==> src/rtl/mem_arb_pkg.sv <==
// Shared definitions for the two-port memory arbiter: FSM encoding and widths.
package mem_arb_pkg;

    localparam int DW_DEFAULT = 32;
    localparam int CNT_W      = 16;

    typedef enum logic [1:0] {
        IDLE  = 2'd0,
        BUSY0 = 2'd1,
        BUSY1 = 2'd2,
        DONE  = 2'd3
    } arb_state_t;

endpackage

==> src/rtl/mem_port_arbiter_rr_pick2.sv <==
// Combinational two-way round-robin picker; on a tie the port that did not
// win last time is chosen.
module rr_pick2 (
    input  logic req0,
    input  logic req1,
    input  logic last_grant,
    output logic gnt_valid,
    output logic gnt_id
);

    assign gnt_valid = req0 | req1;
    assign gnt_id    = (req0 & req1) ? ~last_grant : req1;

endmodule

==> src/rtl/mem_port_arbiter.sv <==
// Shares one memory port between instruction fetch (port 0) and data access
// (port 1), one transaction at a time, with a cycle-count timeout.
module mem_port_arbiter
    import mem_arb_pkg::*;
#(
    parameter int TIMEOUT_CYCLES = 255,
    parameter int DW             = DW_DEFAULT
) (
    input  logic          clk,
    input  logic          reset,
    input  logic          req0,
    input  logic          req1,
    input  logic [DW-1:0] addr0,
    input  logic [DW-1:0] addr1,
    input  logic          we0,
    input  logic          we1,
    input  logic [DW-1:0] wdata0,
    input  logic [DW-1:0] wdata1,
    output logic          ack0,
    output logic          ack1,
    output logic          err,
    output logic [DW-1:0] rdata,
    output logic          mem_req,
    output logic [DW-1:0] mem_addr,
    output logic [DW-1:0] mem_wdata,
    output logic          mem_we,
    input  logic          mem_ack,
    input  logic [DW-1:0] mem_rdata
);

    arb_state_t       state, state_nxt;
    logic [CNT_W-1:0] cnt;
    logic             last_grant;
    logic             gnt_valid;
    logic             gnt_id;
    logic             timeout_hit;
    logic [DW-1:0]    sel_addr;
    logic [DW-1:0]    sel_wdata;
    logic             sel_we;

    rr_pick2 u_pick (
        .req0       (req0),
        .req1       (req1),
        .last_grant (last_grant),
        .gnt_valid  (gnt_valid),
        .gnt_id     (gnt_id)
    );

    assign sel_addr    = gnt_id ? addr1  : addr0;
    assign sel_wdata   = gnt_id ? wdata1 : wdata0;
    assign sel_we      = gnt_id ? we1    : we0;
    assign timeout_hit = (cnt == CNT_W'(TIMEOUT_CYCLES));

    // NOTE: sequential state uses non-blocking assignments so every register
    // samples the pre-edge values, independent of statement order.
    always_ff @(posedge clk) begin
        if (reset) state <= IDLE;
        else       state <= state_nxt;
    end

    // NOTE: default assignment first so no path leaves state_nxt unassigned,
    // which would otherwise infer a latch.
    always_comb begin
        state_nxt = state;
        case (state)
            IDLE:         if (gnt_valid) state_nxt = gnt_id ? BUSY1 : BUSY0;
            BUSY0, BUSY1: if (mem_ack || timeout_hit) state_nxt = DONE;
            DONE:         state_nxt = IDLE;
            default:      state_nxt = IDLE;
        endcase
    end

    // last_grant doubles as the owner of the transaction in flight.
    always_comb begin
        mem_req = (state == BUSY0) || (state == BUSY1);
        ack0    = (state == DONE) && !last_grant;
        ack1    = (state == DONE) && last_grant;
    end

    // NOTE: all datapath registers are reset here; this is a handful of flops,
    // not a memory array, so resetting them costs nothing meaningful.
    always_ff @(posedge clk) begin
        if (reset) begin
            cnt        <= '0;
            last_grant <= 1'b1;
            mem_addr   <= '0;
            mem_wdata  <= '0;
            mem_we     <= 1'b0;
            rdata      <= '0;
            err        <= 1'b0;
        end else begin
            case (state)
                IDLE: begin
                    cnt <= '0;
                    if (gnt_valid) begin
                        mem_addr   <= sel_addr;
                        mem_wdata  <= sel_wdata;
                        mem_we     <= sel_we;
                        last_grant <= gnt_id;
                        cnt        <= CNT_W'(1);
                    end
                end
                BUSY0, BUSY1: begin
                    // A late ack in the expiry cycle still counts as success.
                    if (mem_ack) begin
                        rdata <= mem_rdata;
                        err   <= 1'b0;
                    end else if (timeout_hit) begin
                        rdata <= '0;
                        err   <= 1'b1;
                    end else begin
                        cnt <= cnt + CNT_W'(1);
                    end
                end
                default: cnt <= '0;
            endcase
        end
    end

endmodule

==> config.mk <==
export PLATFORM = sky130hd
export DESIGN_NAME = mem_port_arbiter
export DESIGN_NICKNAME = d
export VERILOG_FILES = /design/src/rtl/mem_arb_pkg.sv /design/src/rtl/mem_port_arbiter_rr_pick2.sv /design/src/rtl/mem_port_arbiter.sv
export SDC_FILE = /design/constraint.sdc
export NUM_CORES = 1
export LEC_CHECK = 0
export BUFFER_PORTS_ARGS = -buffer_cell sky130_fd_sc_hd__buf_2
export CAP_MARGIN = 5
export CELL_PAD_IN_SITES_DETAIL_PLACEMENT = 1
export CELL_PAD_IN_SITES_GLOBAL_PLACEMENT = 2
export CORE_MARGIN = 3
export CORE_UTILIZATION = 23
export CTS_BUF_LIST = sky130_fd_sc_hd__clkbuf_4
export CTS_CLUSTER_SIZE = 14
export DETAILED_ROUTE_END_ITERATION = 10
export HOLD_SLACK_MARGIN = 0.12
export PLACE_DENSITY = 0.88
export SLEW_MARGIN = 20
export SYNTH_ARGS = -nofsm -noshare
export SYNTH_HDL_FRONTEND = slang
export SYNTH_SLANG_ARGS = --single-unit
export TNS_END_PERCENT = 5
==> constraint.sdc <==
create_clock -name clk -period 1.6 [get_ports clk]
set_input_delay 0.16 -clock clk [delete_from_list [all_inputs] [get_ports clk]]
set_output_delay 0.16 -clock clk [all_outputs]
set_load 0.01 [all_outputs]
==> results of run 1 <==
synthesized netlist by cell type, types with 3 or more instances:
library cell  number
a211oi_1          65
a21oi_1           17
a22oi_1           32
a31oi_1            5
and3_1             4
buf_2             11
buf_4              7
clkbuf_1          27
dfxtp_1          117
ha_1               4
inv_1              4
mux2i_1           67
nand2_1            7
nand3_1            4
nand4_1            4
nor2_1           108
nor2b_1            3
nor3b_1            3
o211ai_1           3
o21ai_0           13
or3_1              5
cell usage in the layout (no fill, tap or decap), types with 3 or more instances in the layout:
| cell | count |
|---|---|
| clkinv_2 | 3 |
| a31oi_1 | 5 |
| nor2_1 | 108 |
| clkbuf_4 | 18 |
| diode_2 | 3 |
| nand2_1 | 6 |
| a22oi_2 | 12 |
| inv_6 | 4 |
| or3_1 | 5 |
| buf_12 | 7 |
| buf_4 | 31 |
| buf_6 | 7 |
| nand4_1 | 4 |
| dfxtp_1 | 108 |
| buf_2 | 263 |
| dfxtp_2 | 7 |
| o211ai_1 | 3 |
| o21ai_0 | 7 |
| and3_1 | 4 |
| a211oi_2 | 6 |
| dlygate4sd3_1 | 166 |
| a211oi_1 | 60 |
| nand3_1 | 3 |
| clkinvlp_4 | 3 |
| mux2i_1 | 67 |
| a21oi_1 | 15 |
| and4_4 | 3 |
| ha_4 | 3 |
| a22oi_1 | 20 |
| o21ai_1 | 6 |
metrics by stage:
step / std cells / TNS [ps] / util [%] / area (µm²) / power [µW]
after global routing: 1277 / -7430 / 42.8 / 9150 / 13100
final: 1277 / -1540 / 42.8 / 9150 / 12200
after global placement: 1070 / -893 / 32.6 / 6960 / 9040
after detailed placement: 1070 / -3250 / 32.6 / 6960 / 9160
after floorplan: 539 / 0 / - / 5150 / 7210
after CTS: 1272 / -846 / 42.1 / 8990 / 11900
sequential cells by signal (all words and copies together) (netlist names):
| name | flops |
|---|---|
| mem_wdata | 32 |
| cnt | 16 |
| rdata | 32 |
| state | 2 |
| mem_addr | 32 |
| err | 1 |
| last_grant | 1 |
| mem_we | 1 |
what timing repair did:
action	in CTS	in global routing
pin swaps	9	13
resized for setup	18	33
hold buffers	166	0
setup endpoints to repair	52	96
endpoints found under the hold margin	109	0
setup buffers	4	2
layout make-up:
cell class / count / area share, %
well taps: 275 / 3.76
diodes: 3 / 0.0821
clock inverters: 14 / 1.64
repair buffers: 474 / 37.5
flip-flops and latches: 117 / 25.8
clock buffers: 18 / 1.48
multi-input cells: 372 / 29.6
inverters: 4 / 0.164
logic make-up after synthesis:
logic type               count (synthesis)  share of synthesized area, %
multiplexers                            67                          13.2
XOR/XNOR                                 1                         0.172
AO/OA/AOI/OAI                          146                          20.8
adder cells (fa/ha/maj)                  4                         0.986
AND/OR/NAND/NOR                        154                          14.1
buffers and inverters                   50                          4.63
flip-flops                             117                          46.1
power by group through the flow:
stage	registers [µW]	clock network [µW]	logic (µW)
4_1_cts	4180	2370	5390
5_1_grt	4320	2460	6280
3_3_place_gp	4160	0	4880
2_1_floorplan	4570	0	2640
6_report	4230	2250	5770
3_5_place_dp	4210	0	4950
layer usage:
metal | part of all wire, % | track usage, % | up-vias
met3 | 6.4 | 6.21 | 69
met2 | 50 | 33.5 | 245
li1 | - | - | 2877
met1 | 39 | 20.9 | 2854
met4 | 3.9 | 8.24 | 0
met5 | 0 | 0 | -
worst min-delay path by stage:
stage                       endpoint  depth (start not counted)
after floorplan           last_grant                          2
after global placement     rdata[16]                          3
after detailed placement   rdata[15]                          3
after CTS                  rdata[13]                          4
after global routing       rdata[19]                          4
final                      rdata[13]                          4
critical path, delay by kind of cell (launching register included):
kind / cells / cell delay [ps]
AOI/OAI and AO/OA: 2 / 280
DFF: 1 / 360
buffers and inverters: 1 / 170
and+or+nand+nor: 3 / 760
==> key figures, run 1 <==
Run status
  • Status: complete, but fails checks
  • Failing checks: negative setup slack

Routing
  • First-pass iteration count of the detailed router: 4
  • Initial DRC count: 250
  • DRT antenna net count: 0
  • Vias per cell: between 4 and 5
  • DR WL/cell: 18.2 µm
  • DRC viols: 0
  • Routed WL: 23.3 mm
  • Routed via count: 6045

Setup path
  • R2R Path Start: cnt[14]
  • R2R cell count: 6
  • Crit path launch type: register
  • Crit path capture: rdata[2]
  • CP Capture Type: register
  • CP max stage delay: 380 ps
  • Worst path cell trace: nor4_4 > and4_4 > a21oi_4 > buf_12 > a22oi_1 > nor2_1
  • RR Endpoint: rdata[2]
  • Crit Path Category: register to register
  • CP max FO: 29
  • CP startpoint: cnt[14]
  • R2R Setup Slk: -90 ps
  • Critical path's slowest cell: nor4_4
  • Critical path arrival: around 2100 ps
  • Worst Path Required: around 2000 ps

Timing
  • Clock period minus final worst setup slack: ~1700 ps
  • Fmax: 591 MHz
  • RSZ-0062 raised after global routing: true
  • Final worst path period share: 106%
  • Setup ws final: -90.8 ps
  • Setup violators final: 43
  • Minimum hold slack: 430 ps
  • Slew headroom: around three quarters
  • Skew final: 24.7 ps
  • Hold Vio Cnt, Final: 0
  • Pins over their slew limit: 0
  • Worst slew pin tran: 384 ps

Floorplan
  • Die Y: 155 µm
  • DIE AREA: 23900 µm²
  • Die X: 155 µm
  • I/O pins: 268
  • Initial core utilization: 23.8%
  • Cell row count: 53
  • Core area: 21400 µm²

Place
  • Dpl ws: -116 ps
  • IO Port Bufs: ~270
  • Placer Congestion: 0.782
  • Dpl hpwl: roughly 13 mm

Global routing
  • Initial antenna violation count: 3
  • Pin count of the biggest net entering global routing: between 70 and 80
  • Total GRT Usage: a little under a fifth
  • First-pass GRT wire length: 36.4 mm
  • Remaining global-route overflow: 0
  • Number of global-route vias before repair: between 6000 and 7000

CTS
  • # clock sinks: 117
  • CTS H-tree depth: 4
  • Clk_lat worst skew: 520 ps
  • TritonCTS Buffers: 17
  • Maximum clock insertion buffer count: 2
  • CTS tree: built
  • Clk root buf: clkbuf_4
  • Clock transition at the registers of the reported paths: around 130 ps

Logic synthesis
  • Synth Warn #: 0
  • Number of flops mapped to enable cells by yosys: 0
  • Sequential fraction of the synthesis area: 46.1%
  • Top FF cell, synth: dfxtp_1
  • Post-synth cell types: 46
  • Synthesized area: ~5100 µm²
  • Mapped Cells: 539
  • Ranking of synthesized cells by area: dfxtp_1 46%, mux2i_1 13%, a211oi_1 9.6%, nor2_1 8.0%, a22oi_1 4.7%
  • Syn Nets: 710
  • Mean area per synthesized cell: 9.42 µm²
  • Async S/R FF share, synth: 0%
  • Synth top area share: 46.1%
  • Post-synth top area cell: dfxtp_1
  • #FFs+latches synth: 117

Power and ir drop
  • Net switching power: 4990 µW
  • P_int: 7250 µW
  • Power share of the sequential group: between 30% and 40%
  • Worst IR drop on VDD: 0.000667 V
  • Switching Fraction: 40.8%
  • PwrDens: 1340 nW/µm²
  • Leak pwr: 0.00407 µW
  • Combinational share of power: 47.1%
  • Clock share of power: between 10% and 20%

Min path
  • HP Class: input port to register
  • Worst hold start: mem_rdata[13]

Final layout
  • Net count, final: between 1000 and 1500
  • Register area: 2360 µm²
  • Share of cells above drive strength 1: approximately 40%
  • Multi-input logic area: 2710 µm²
  • Area Overhead vs Synth: 80.1%
  • Layout fillers: 2488

Job
  • Max Cap Violations: 0
(Power assumes the default switching activity.)
==> run 2: changes to the inputs <==
--- a/config.mk
+++ b/config.mk
@@ -16,6 +16,7 @@
 export DETAILED_ROUTE_END_ITERATION = 10
 export HOLD_SLACK_MARGIN = 0.12
 export PLACE_DENSITY = 0.88
+export RECOVER_POWER = 25
 export SLEW_MARGIN = 20
 export SYNTH_ARGS = -nofsm -noshare
 export SYNTH_HDL_FRONTEND = slang
==> run 2 against run 1 <==
  * The run still ends with negative setup slack left
  * First-iteration DRC count shrank 10%
  * Fmax down 0.13%
  * Non-clock buffer count did not move
  * Sequential share of layout area grew 0.099 points
  * Sequential power about the same
  * Clock-buffer cell count unchanged
  * Worst setup slack lost 2.2 ps
  * Critical path type unchanged
  * Largest cell class unchanged
==> key figures, run 2 (synthesis results as in run 1) <==
Global routing
  • Remaining global-route overflow: 0 (unchanged)
  • Total GRT Usage: 19.0% (unchanged)
  • Pin count of the biggest net entering global routing: 77 (unchanged)
  • First-pass GRT wire length: 36.4 mm (unchanged)
  • Number of global-route vias before repair: 6768 (unchanged)
  • Initial antenna violation count: 3 (unchanged)

CTS
  • CTS tree: built (unchanged)
  • Maximum clock insertion buffer count: 2 (unchanged)
  • Clock transition at the registers of the reported paths: 130 ps (about the same)
  • Clk_lat worst skew: 520 ps (about the same)
  • TritonCTS Buffers: 17 (unchanged)
  • Clk root buf: clkbuf_4 (unchanged)
  • # clock sinks: 117 (unchanged)
  • CTS H-tree depth: 4 (unchanged)

Setup path
  • CP Buf/Inv Count: 1 (unchanged)
  • CP delay by family, top: simple AND/OR/NAND/NOR gates (unchanged)
  • Critical path's slowest cell: nor4_4 (unchanged)
  • Worst path cell trace: nor4_4 > buf_4 > a41oi_4 > a22oi_4 > mux2i_1 > nor2_1 (was nor4_4 > and4_4 > a21oi_4 > buf_12 > a22oi_1 > nor2_1)
  • Worst Path Required: 1990 ps (was 2000 ps)
  • CP max FO: 5 (was 29)
  • Crit Path Category: register to register (unchanged)
  • CP max stage delay: 380 ps (about the same)
  • Crit path launch type: register (unchanged)
  • Critical path arrival: 2080 ps (was 2090 ps)
  • CP Capture Type: register (unchanged)

Floorplan
  • Cell row count: 53 (unchanged)
  • DIE AREA: 23900 µm² (unchanged)
  • I/O pins: 268 (unchanged)
  • Core area: 21400 µm² (unchanged)
  • Die Y: 155 µm (unchanged)
  • Die X: 155 µm (unchanged)
  • Initial core utilization: 23.8% (unchanged)

Place
  • Placed Instances: 1070 (unchanged)
  • Placer Congestion: 0.782 (unchanged)
  • DP Area: 6960 µm² (unchanged)
  • Dpl hpwl: 13.1 mm (unchanged)
  • IO Port Bufs: 267 (unchanged)

Power and ir drop
  • Net switching power: 4990 µW (about the same)
  • Clock share of power: 18.4% (was 18.3%)
  • P_int: 7190 µW (was 7250 µW)
  • Combinational share of power: 46.8% (was 47.1%)
  • Worst IR drop on VDD: 0.000669 V (was 0.000667 V)
  • PwrDens: 1340 nW/µm² (about the same)
  • Total Power: 12200 µW (about the same)
  • Switching Fraction: 41.0% (was 40.8%)
  • Leak pwr: 0.00395 µW (was 0.00407 µW)
  • Power share of the sequential group: 34.7% (was 34.5%)

Timing
  • Worst slew pin tran: 378 ps (was 384 ps)
  • Setup ws final: -93.0 ps (was -90.8 ps)
  • Fmax: 591 MHz (about the same)
  • Setup TNS: -1540 ps (about the same)
  • RSZ-0062 raised after global routing: true (unchanged)
  • Final worst path period share: 106% (about the same)
  • Slew headroom: 74.6% (was 74.3%)
  • Pins over their slew limit: 0 (unchanged)
  • Setup violators final: 42 (was 43)
  • Skew final: 24.6 ps (was 24.7 ps)
  • Hold Vio Cnt, Final: 0 (unchanged)
  • Clock period minus final worst setup slack: 1690 ps (about the same)

Final layout
  • Design area: 9110 µm² (was 9150 µm²)
  • Core Util, Final: 42.7% (was 42.8%)
  • Net count, final: 1157 (unchanged)
  • Area Overhead vs Synth: 79.4% (was 80.1%)
  • Non-filler cells, final: 1278 (was 1277)
  • Share of cells above drive strength 1: 36.5% (was 39.5%)
  • Commonest non-fill, non-tap cell in the layout: buf_2 (unchanged)
  • Layout fillers: 2501 (was 2488)
  • Most frequent cells in the layout: 233 x buf_2, 166 x dlygate4sd3_1, 108 x nor2_1, 108 x dfxtp_1, 67 x mux2i_1 (was 263 x buf_2, 166 x dlygate4sd3_1, 108 x nor2_1, 108 x dfxtp_1, 67 x mux2i_1)
  • Regs by FF count: mem_addr (32), mem_wdata (32), rdata (32) (unchanged)

Routing
  • Initial DRC count: 224 (was 250)
  • Routed via count: 6018 (was 6045)
  • Vias per cell: 4.71 (was 4.73)
  • DRC viols: 0 (unchanged)
  • Routed WL: 23.2 mm (was 23.3 mm)
  • First-pass iteration count of the detailed router: 4 (unchanged)
  • DR WL/cell: 18.1 µm (was 18.2 µm)
  • DRT antenna net count: 0 (unchanged)

Run status
  • Status: complete, but fails checks (unchanged)
  • Failing checks: negative setup slack (unchanged)

Job
  • Max Cap Violations: 0 (unchanged)

Min path
  • HP Class: input port to register (unchanged)
[run 2: cell types whose count changed in the layout (fill, tap and decap cells not counted), sizes merged]
cell	before	now
buf	308	278
clkbuf	18	48
diode	3	4
[run 2: repair_timing]
| action | 4_1_cts | 5_1_grt |
|---|---|---|
| pin swaps | 9 | 13 |
| buffers inserted | 4 | 2 |
| hold buffers | 166 | 0 |
| gates resized for setup | 18 | 33 |
| hold endpoints to repair | 109 | 0 |
| endpoints found under the setup margin | 52 | 96 |
[run 2: worst paths after layout]
| kind | start | endpoint | slack [ps] | depth (start not counted) |
|---|---|---|---|---|
| worst max-delay path | cnt[14] | state[0] | -90 | 6 |
| worst min-delay path | mem_rdata[13] | rdata[13] | 430 | 4 |
| worst max register to register | cnt[14] | state[0] | -90 | 6 |
| worst min register to register | mem_addr[15] | mem_addr[15] | 500 | 2 |
[run 2: cell type report]
type                    count  area [µm²]  area share (%)
repair buffers            474        3390            37.2
multi-input cells         372        2710            29.7
flip-flops and latches    117        2360            25.9
well taps                 275         344            3.78
clock inverters            14         150            1.65
clock buffers              18         135            1.48
inverters                   4        15.0           0.165
diodes                      4        10.0           0.110
[run 2: metrics by stage]
step,setup slack (ps),hold slack [ps]
after floorplan,6.85,280
after global placement,-71.8,406
after detailed placement,-116,420
after CTS,-146,346
after global routing,-197,378
final,-93.0,425
[run 2: tightest hold or removal path, stage by stage]
cell and delay, ps:
dlygate4sd3_1 520, buf_2 100, a22oi_1 70, nor2_1 80
[run 2: routing by layer]
layer	track usage (%)	up-vias	part of all wire (%)
met5	0	-	0
met4	8.24	0	3.6
met3	6.21	59	6.7
met2	33.5	239	51
met1	20.9	2837	39
li1	-	2883	-
[run 2: power by group through the flow]
stage                     sequential, µW  combinational, µW  clock [µW]
after CTS                           4180               5390        2370
after global placement              4160               4880           0
after floorplan                     4570               2640           0
after detailed placement            4210               4950           0
final                               4230               5700        2240
after global routing                4330               6220        2460
